--- src/rtl/micro_lsu.sv ---
// Single-outstanding load/store unit: accepts one decoded micro command, issues at most
// one word-aligned bus request, extends load data and reports done/err/writeback for one cycle.
module micro_lsu #(
  parameter int unsigned MICRO_LEN = 14,
  parameter int unsigned TIMEOUT   = 255
) (
  input  logic                 clk,
  input  logic                 rst_n,
  input  logic                 cmd_valid,
  output logic                 cmd_ready,
  input  logic [MICRO_LEN-1:0] micro_cmd,
  input  logic [31:0]          addr,
  input  logic [31:0]          wdata,
  input  logic [4:0]           rd,
  output logic                 mem_req_valid,
  input  logic                 mem_req_ready,
  output logic [31:0]          mem_req_addr,
  output logic                 mem_req_wen,
  output logic [3:0]           mem_req_wmask,
  output logic [31:0]          mem_req_wdata,
  input  logic                 mem_resp_valid,
  input  logic [31:0]          mem_resp_rdata,
  output logic                 wb_valid,
  output logic [4:0]           wb_rd,
  output logic [31:0]          wb_data,
  output logic                 done,
  output logic                 err
);

  localparam int unsigned CNT_W = 8;
  localparam int unsigned XLEN  = 32;

  typedef enum logic [1:0] {IDLE, REQ, WAIT, DONE} state_t;

  state_t            state_q, state_d;
  logic [CNT_W-1:0]  cnt_q, cnt_d;
  logic              err_d, wb_d, accept_c;
  logic [1:0]        mwen_c, mren_c, size_c;
  logic              misalign_c;
  logic [3:0]        wmask_c;
  logic [XLEN-1:0]   wdata_c;
  logic [7:0]        byte_c;
  logic [15:0]       half_c;
  logic [XLEN-1:0]   ld_val_c;

  logic              lat_regen, lat_unsign, lat_load;
  logic [1:0]        lat_size, lat_lane;
  logic [4:0]        lat_rd;

  // Decoder fields that only matter to other pipeline stages.
  logic unused_fields;
  assign unused_fields = ^{micro_cmd[12:11], micro_cmd[6:4], micro_cmd[2:0]};

  // Next state, request formatting and load extension.
  always_comb begin
    state_d    = state_q;
    cnt_d      = cnt_q;
    err_d      = 1'b0;
    wb_d       = 1'b0;
    accept_c   = 1'b0;
    mwen_c     = micro_cmd[10:9];
    mren_c     = micro_cmd[8:7];
    size_c     = mwen_c | mren_c;
    misalign_c = ((size_c == 2'b10) && addr[0]) ||
                 ((size_c == 2'b11) && (addr[1:0] != 2'b00));

    wmask_c = 4'b0000;
    case (mwen_c)
      2'b01:   wmask_c = 4'b0001 << addr[1:0];
      2'b10:   wmask_c = 4'b0011 << addr[1:0];
      2'b11:   wmask_c = 4'b1111;
      default: wmask_c = 4'b0000;
    endcase

    case (mwen_c)
      2'b01:   wdata_c = {4{wdata[7:0]}};
      2'b10:   wdata_c = {2{wdata[15:0]}};
      default: wdata_c = wdata;
    endcase

    byte_c = mem_resp_rdata[{lat_lane, 3'b000} +: 8];
    half_c = mem_resp_rdata[{lat_lane[1], 4'b0000} +: 16];
    case (lat_size)
      2'b01:   ld_val_c = lat_unsign ? {24'h0, byte_c} : {{24{byte_c[7]}}, byte_c};
      2'b10:   ld_val_c = lat_unsign ? {16'h0, half_c} : {{16{half_c[15]}}, half_c};
      default: ld_val_c = mem_resp_rdata;
    endcase

    case (state_q)
      IDLE: begin
        if (cmd_valid) begin
          accept_c = 1'b1;
          if ((mwen_c == 2'b00) && (mren_c == 2'b00)) begin
            state_d = DONE;
          end else if (((mwen_c != 2'b00) && (mren_c != 2'b00)) || misalign_c) begin
            state_d = DONE;
            err_d   = 1'b1;
          end else begin
            state_d = REQ;
          end
        end
      end
      REQ: begin
        if (mem_req_ready) begin
          state_d = WAIT;
          cnt_d   = '0;
        end
      end
      WAIT: begin
        if (mem_resp_valid) begin
          state_d = DONE;
          wb_d    = lat_load & lat_regen;
        end else begin
          cnt_d = cnt_q + CNT_W'(1);
          // Response in the last allowed cycle still wins over the timeout.
          if (cnt_q == CNT_W'(TIMEOUT - 1)) begin
            state_d = DONE;
            err_d   = 1'b1;
          end
        end
      end
      DONE:    state_d = IDLE;
      default: state_d = IDLE;
    endcase
  end

  // State, latched command and registered outputs.
  always_ff @(posedge clk or negedge rst_n) begin
    if (!rst_n) begin
      state_q       <= IDLE;
      cnt_q         <= '0;
      cmd_ready     <= 1'b1;
      mem_req_valid <= 1'b0;
      mem_req_addr  <= '0;
      mem_req_wen   <= 1'b0;
      mem_req_wmask <= '0;
      mem_req_wdata <= '0;
      wb_valid      <= 1'b0;
      wb_rd         <= '0;
      wb_data       <= '0;
      done          <= 1'b0;
      err           <= 1'b0;
      lat_regen     <= 1'b0;
      lat_unsign    <= 1'b0;
      lat_load      <= 1'b0;
      lat_size      <= '0;
      lat_lane      <= '0;
      lat_rd        <= '0;
    end else begin
      state_q       <= state_d;
      cnt_q         <= cnt_d;
      cmd_ready     <= (state_d == IDLE);
      mem_req_valid <= (state_d == REQ);
      done          <= (state_d == DONE);
      err           <= err_d;
      wb_valid      <= wb_d;
      if (wb_d) begin
        wb_rd   <= lat_rd;
        wb_data <= ld_val_c;
      end
      if (accept_c) begin
        lat_regen  <= micro_cmd[13];
        lat_unsign <= micro_cmd[3];
        lat_load   <= (mren_c != 2'b00);
        lat_size   <= size_c;
        lat_lane   <= addr[1:0];
        lat_rd     <= rd;
        if (state_d == REQ) begin
          mem_req_addr  <= {addr[31:2], 2'b00};
          mem_req_wen   <= (mwen_c != 2'b00);
          mem_req_wmask <= wmask_c;
          mem_req_wdata <= wdata_c;
        end
      end
    end
  end

endmodule
--- config.mk ---
export PLATFORM = sky130hd
export DESIGN_NAME = micro_lsu
export DESIGN_NICKNAME = d
export VERILOG_FILES = /design/src/rtl/micro_lsu.sv
export SDC_FILE = /design/constraint.sdc
export NUM_CORES = 1
export LEC_CHECK = 0
export BUFFER_PORTS_ARGS = -buffer_cell sky130_fd_sc_hd__buf_2
export CAP_MARGIN = 5
export CORE_MARGIN = 4
export CORE_UTILIZATION = 40
export DETAILED_ROUTE_END_ITERATION = 12
export PLACE_DENSITY = 0.74
export RECOVER_POWER = 100
export SYNTH_ARGS = -nofsm -noshare
export SYNTH_HDL_FRONTEND = slang
export SYNTH_SLANG_ARGS = --single-unit
--- constraint.sdc ---
create_clock -name clk -period 2.2 [get_ports clk]
set_input_delay 0.44 -clock clk [delete_from_list [all_inputs] [get_ports clk]]
set_output_delay 0.44 -clock clk [all_outputs]
set_load 0.05 [all_outputs]
==> run_results.csv, run 1 <==
group,metric,value,unit
pwr,power_frac_comb,0.504,
pwr,p_int,6.91,mW
timing,drv_slew,0,
clock_tree,htree_levels,4,
pwr,pwr_density_cell,1770,mW/mm^2
flow_run,drv_cap,0,
status,status,"finished, final reports clean",
route,routed_wl,16.6,mm
min_path,hold_path.class,"input pin to register",
die,die_h,134,um
route,drt-initial-drc-count,271,
pwr,switching_power,7.19,mW
final_layout,fillers,1480,
grt,grt_max_degree,47,
worst_setup_path,worstPathRequired,2.49,ns
timing,min_period_over_period,0.877,
clock_tree,cts_max_path_buffers,2,
final_layout,area_growth,26.2,%
min_path,min_from,"addr[5]",
die,coreArea,0.0153,mm^2
final_layout,multi_input_area,0.00260,mm^2
timing,worstMarginPinSlew,1.18,ns
worst_setup_path,crit_arrival,2.22,ns
synth,yosys_warnings,0,
synth,synth-edff-count,0,
placed_design,dp_slack,0.0119,ns
grt,grt_pass1_wl,26.3,mm
final_layout,n_antenna_cell,0,
worst_setup_path,worstPathMaxFanout,9,
grt,grt_pass1_vias,5096,
worst_setup_path,worstSetupPathType,"input pin to register",
die,num_io_pins,231,
worst_setup_path,r2r_start,"state_q[0]",
worst_setup_path,cp_slowest_cell,"nor3_1",
synth,syn_inst,589,
clock_tree,clk_pin_slew,0.06,ns
timing,clock-skew-final,0.00855,ns
timing,rsz0062_at_grt,"no",
route,top_layer_used,"met4",
timing,hold_viol_final,0,
worst_setup_path,cp.buffers_inverters,3,
grt,grt_overflow,0,
placed_design,port_buffers,220,
timing,worst_slew_margin_rel,0.210,
pwr,finalPower,14.1,mW
worst_setup_path,rrSetupSlack,0.31,ns
pwr,power_leakage,3.66,nW
synth,synthFlopType,"dfrtp_1",
synth,ys_types,49,
worst_setup_path,cpMostUsedCell,"clkbuf_1",
synth,async_reset_ff_frac,1.00,
worst_setup_path,start_kind,"input pin",
clock_tree,clk-insertion-delay-late,0.41,ns
synth,seq_area_frac_synth,0.519,
timing,fmax,0.518,GHz
route,dr_wl_met3,1.06,mm
final_layout,drive_above_1_share,0.225,
grt,grt_usage,0.183,
final_layout,register_area,0.00328,mm^2
die,die-area,0.0179,mm^2
route,vias,5202,
timing,period_minus_slack,1.93,ns
timing,fin_ws,0.270,ns
worst_setup_path,crit_chain,"clkbuf_1, inv_1, ha_1, nor3_1, o221ai_4, clkbuf_1, mux2_1",
route,wl_per_cell,16.0,um
pwr,ir_worst_vdd,0.000811,V
synth,ys_ff_latch,131,
clock_tree,post_cts_buffers,0,
timing,setup_viol,0,
pwr,clockPowerShare,0.200,
min_path,whs_path_depth,2,
worst_setup_path,path_delay_family,"buffers and inverters",
route,drtPass1Iterations,5,
route,drc,0,
min_path,min_to,"mem_req_addr[5]",
clock_tree,cts_buffers,17,
die,die_w,134,um
worst_setup_path,reg2reg_to,"mem_req_addr[31]",
clock_tree,cts_tree,"done",
final_layout,fin_nets,941,
pwr,pwr-share-seq,0.297,
pwr,swShare,0.510,
clock_tree,clock_sinks,131,
die,start_util,0.413,
synth,syn_avg_cell_area,10.7,um^2
worst_setup_path,reg2reg_depth,4,
timing,tns,0,ns
route,viasPerCell,5.02,
route,wl_met1,7.30,mm
clock_tree,cts_root_buf,"clkbuf_16",
worst_setup_path,end_kind,"register",
placed_design,place_congestion,0.821,
synth,synth_area,0.00632,mm^2
grt,antenna_found_initial,0,
route,ant_nets,0,
route,dr_wl_met2,8.03,mm
placed_design,dp_hpwl,12.3,mm
worst_setup_path,max_stage_delay,0.38,ns
die,num_rows,45,
## stage by stage
| stage | hold slack (ns) | cell area, um^2 | utilization | instances |
|---|---|---|---|---|
| after detailed placement | 0.398 | 7680 | 0.502 | 1004 |
| after floorplan | 0.144 | 6320 | - | 590 |
| after global routing | 0.222 | 7970 | 0.521 | 1037 |
| final | 0.237 | 7970 | 0.521 | 1037 |
| after CTS | 0.236 | 8280 | 0.541 | 1037 |
| after global placement | 0.402 | 7680 | 0.502 | 1004 |
## metal layers
layer  up-vias  track usage
met5         -            0
met2       185        0.303
met1      2488        0.236
li1       2512            -
met4         0       0.0549
met3        17       0.0502
## state kept, by name, indices dropped and copies added (netlist names), 2 cells and up
register and flops:
cnt_q 8, wb_rd 5, mem_req_wmask 4, lat_size 2, mem_req_wdata 32, state_q 2, lat_rd 5, wb_data 32
lat_lane 2, mem_req_addr 30
## cell type report
type | count | area share
Multi-Input combinational cell | 406 | 0.326
Clock inverter | 14 | 0.0193
Timing Repair Buffer | 244 | 0.149
Clock buffer | 18 | 0.0551
Sequential cell | 131 | 0.411
Inverter | 13 | 0.00612
Tap cell | 211 | 0.0331
## Yosys cell counts, types with 2 or more instances
master    count  share of area
dfrtp_1     130           0.51
nand2_1      83          0.049
o21ai_0      57          0.045
mux2_4       38          0.090
a21oi_1      35          0.028
nor2_1       29          0.017
clkbuf_1     19          0.011
mux2_2       18          0.032
a22oi_1      16          0.019
nor2b_1      15          0.015
nand3_1      12         0.0095
a31oi_1      11          0.011
inv_1        11         0.0065
nand2b_1     11          0.011
o22ai_1      11          0.011
mux2i_1       9          0.014
buf_6         8          0.014
ha_1          8          0.016
a21boi_0      7         0.0083
buf_2         6         0.0048
xor2_1        6         0.0083
buf_4         5         0.0059
o21a_1        5         0.0059
o31ai_1       4         0.0048
nand4_1       3         0.0030
nor3_1        3         0.0024
and2_1        2         0.0020
and3b_1       2         0.0028
and4_1        2         0.0028
buf_1         2         0.0012
nand3b_1      2         0.0024
nor3b_1       2         0.0024
## kinds of logic after synthesis
kind of cell | after synthesis | share of synthesized area
other | 1 | 0.000593
adders and majority gates | 8 | 0.0158
muxes | 65 | 0.137
xor gates and xnor gates | 6 | 0.00832
DFF | 131 | 0.519
buffers and inverters | 53 | 0.0451
AOI/OAI and AO/OA | 154 | 0.147
and+or+nand+nor | 171 | 0.128
## what timing repair did
action | in CTS | in global routing
gates resized for setup | 0 | 0
hold endpoints to repair | 42 | 0
hold buffers | 1 | 0
## placed cells by master, fill, tap and decap left out, drive strengths merged, types with 2 or more instances in the layout
master	netlist	layout
inv	12	15
nor2	29	29
clkbuf	19	131
conb	1	2
mux2	56	56
xor2	6	6
nand3b	2	2
o31ai	4	4
and4	2	2
nand2b	11	11
nor2b	15	15
a31oi	11	11
dfrtp	130	130
and2	2	2
ha	8	8
clkinv	1	7
o22ai	11	11
bufinv	0	2
a21boi	7	7
nor3	3	3
nor3b	3	3
a22oi	16	16
nand4	4	4
nand2	83	83
buf	21	130
o21a	5	5
nand3	12	12
a21oi	36	36
and3b	2	2
mux2i	9	9
clkinvlp	0	3
o21ai	58	58
## worst max-delay path by stage
stage | cells past startpoint | from | end | slack [ns]
5_1_grt | 7 | micro_cmd[10] | mem_req_wdata[1] | 0.16
2_1_floorplan | 7 | micro_cmd[9] | mem_req_addr[30] | 0.22
3_5_place_dp | 7 | micro_cmd[10] | mem_req_addr[26] | 0.01
6_report | 7 | micro_cmd[10] | mem_req_addr[31] | 0.27
4_1_cts | 7 | lat_size[0] | wb_data[18] | 0.38
3_3_place_gp | 7 | micro_cmd[10] | mem_req_addr[20] | 0.09
## power by group through the flow
stage                     clock [mW]  combinational [mW]  sequential, mW
final                           2.81                7.10            4.18
after global routing            2.98                7.59            4.32
after CTS                       2.87                7.73            4.17
after detailed placement           0                7.71            4.19
after global placement             0                7.61            4.17
after floorplan                    0                2.59            7.41
No activity file was read; power rests on OpenSTA's default activity.
==> run 2: changes to the inputs <==
--- a/config.mk
+++ b/config.mk
@@ -10,7 +10,7 @@
 export CORE_MARGIN = 4
 export CORE_UTILIZATION = 40
 export DETAILED_ROUTE_END_ITERATION = 12
-export PLACE_DENSITY = 0.74
+export PLACE_DENSITY = 0.67
 export RECOVER_POWER = 100
 export SYNTH_ARGS = -nofsm -noshare
 export SYNTH_HDL_FRONTEND = slang
==> run 2 against run 1 <==
The flow now finishes with violations (capacitance limit, slew limit); clock power is 2% higher; count of clock-buffer cells in the layout is 1 higher; fmax is 5.8% lower; non-clock buffer count grew 2; critical path type is now register to register; first-iteration DRC count fell by 17%; utilization up 0.26 points; power grew 1.2%; clock skew fell by 0.0012 ns; worst hold slack improved by 0.0071 ns.
==> run_results.csv, run 2 (synthesis gave the netlist of run 1 again) <==
group,metric,value,unit
grt,grt_pass1_wl,27.3,mm
flow_run,drv_cap,1,
worst_setup_path,worstSetupPathType,"register to register",
placed_design,place_congestion,0.874,
worst_setup_path,crit_arrival,2.33,ns
route,vias,5177,
worst_setup_path,worstPathMaxFanout,30,
placed_design,dp_cells,1007,
timing,min_period_over_period,0.931,
worst_setup_path,cp_slowest_cell,"dfrtp_1",
clock_tree,clk-insertion-delay-late,0.41,ns
timing,rsz0062_at_grt,"no",
die,coreArea,0.0153,mm^2
timing,fmax,0.488,GHz
clock_tree,cts-resized-gates,0,
worst_setup_path,start_kind,"register",
die,die-area,0.0179,mm^2
min_path,hold_path.class,"input pin to register",
final_layout,utilization,0.523,
placed_design,dp_hpwl,12.6,mm
clock_tree,cts_max_path_buffers,2,
worst_setup_path,end_kind,"register",
clock_tree,cts_buffers,17,
route,ant_nets,0,
status,status,"finished with violations",
pwr,ir_worst_vdd,0.000984,V
timing,drv_slew,62,
pwr,swShare,0.502,
pwr,switching_power,7.16,mW
clock_tree,post_cts_buffers,0,
grt,grt_overflow,0,
route,routed_wl,17.1,mm
final_layout,fin_nets,943,
timing,clock-skew-final,0.00736,ns
final_layout,fillers,1509,
status,violations,"capacitance limit, slew limit",
worst_setup_path,crit_chain,"clkbuf_1, nor3b_1, o221ai_4, buf_12, buf_6, mux2_1",
clock_tree,clock_sinks,131,
die,start_util,0.413,
grt,grt_usage,0.191,
final_layout,fin_cells,1039,
die,die_w,134,um
timing,tns,0,ns
final_layout,largestRegisters,"mem_req_wdata (32), wb_data (32), mem_req_addr (30)",
final_layout,drive_above_1_share,0.239,
pwr,pwr_density_cell,1780,mW/mm^2
timing,period_minus_slack,2.05,ns
pwr,clockPowerShare,0.202,
grt,antenna_found_initial,1,
die,die_h,134,um
die,num_io_pins,231,
route,viasPerCell,4.98,
pwr,pwr-share-seq,0.292,
pwr,power_leakage,3.72,nW
clock_tree,cts_root_buf,"clkbuf_16",
pwr,power_frac_comb,0.506,
die,num_rows,45,
route,wl_per_cell,16.4,um
placed_design,port_buffers,220,
worst_setup_path,cp.buffers_inverters,3,
worst_setup_path,path_delay_family,"buffers and inverters",
worst_setup_path,max_stage_delay,0.42,ns
clock_tree,cts_tree,"done",
pwr,p_int,7.11,mW
timing,holdWs,0.244,ns
route,drc,0,
timing,setup_viol,0,
route,drtPass1Iterations,5,
final_layout,mostFrequentLayoutCell,"dfrtp_1",
worst_setup_path,worstPathRequired,2.49,ns
clock_tree,htree_levels,4,
timing,hold_viol_final,0,
grt,grt_max_degree,62,
clock_tree,ctsHoldBuffers,0,
pwr,finalPower,14.3,mW
final_layout,final_cell_mix,"130 x dfrtp_1, 110 x buf_2, 110 x clkbuf_1",
grt,grt_pass1_vias,5155,
timing,worst_slew_margin_rel,-0.0325,
route,drt-initial-drc-count,226,
final_layout,area_growth,26.8,%
clock_tree,clk_pin_slew,0.06,ns
timing,worstMarginPinSlew,1.55,ns
-- run 2: final cells by class --
type,instances,area (um^2),area share
Antenna cell,1,2.50,0.000312
Inverter,13,48.8,0.00609
Timing Repair Buffer,246,1180,0.147
Clock buffer,19,453,0.0565
Sequential cell,131,3280,0.409
Clock inverter,12,158,0.0197
Multi-Input combinational cell,406,2630,0.328
Tap cell,211,264,0.0329
-- run 2: metrics by stage --
| step | area [um^2] | worst slack [ns] |
|---|---|---|
| 6_report | 8010 | 0.151 |
| 5_1_grt | 8010 | 0.00327 |
| 4_1_cts | 8330 | 0.193 |
| 3_5_place_dp | 7720 | 0.0316 |
| 3_3_place_gp | 7720 | 0.0990 |
| 2_1_floorplan | 6320 | 0.217 |
-- run 2: metal layers --
metal / part of all wire / up-vias / global-route usage
met3: 0.046 / 33 / 0.0446
met2: 0.48 / 152 / 0.309
li1: - / 2513 / -
met5: 0 / - / 0
met1: 0.44 / 2479 / 0.247
met4: 0.029 / 0 / 0.0851
-- run 2: power groups by stage --
| stage | logic (mW) | clock network, mW | registers (mW) |
|---|---|---|---|
| 2_1_floorplan | 2.59 | 0 | 7.41 |
| 3_5_place_dp | 7.82 | 0 | 4.16 |
| 3_3_place_gp | 7.72 | 0 | 4.13 |
| 4_1_cts | 7.83 | 2.95 | 4.15 |
| 5_1_grt | 7.71 | 3.06 | 4.31 |
| 6_report | 7.23 | 2.88 | 4.16 |
-- run 2: path summary, 6_finish.rpt --
| path | end | slack, ns | from | cells after the start |
|---|---|---|---|---|
| setup / recovery | mem_req_addr[4] | 0.15 | state_q[1] | 6 |
| hold reg to reg | wb_rd[4] | 0.47 | lat_rd[4] | 2 |
| max in group asynchronous | mem_req_wmask[0] | 0.37 | rst_n | 2 |
| setup reg to reg | mem_req_addr[4] | 0.15 | state_q[1] | 6 |
| min in group asynchronous | mem_req_wdata[2] | 0.40 | rst_n | 1 |
| hold / removal | mem_req_addr[23] | 0.24 | addr[23] | 2 |
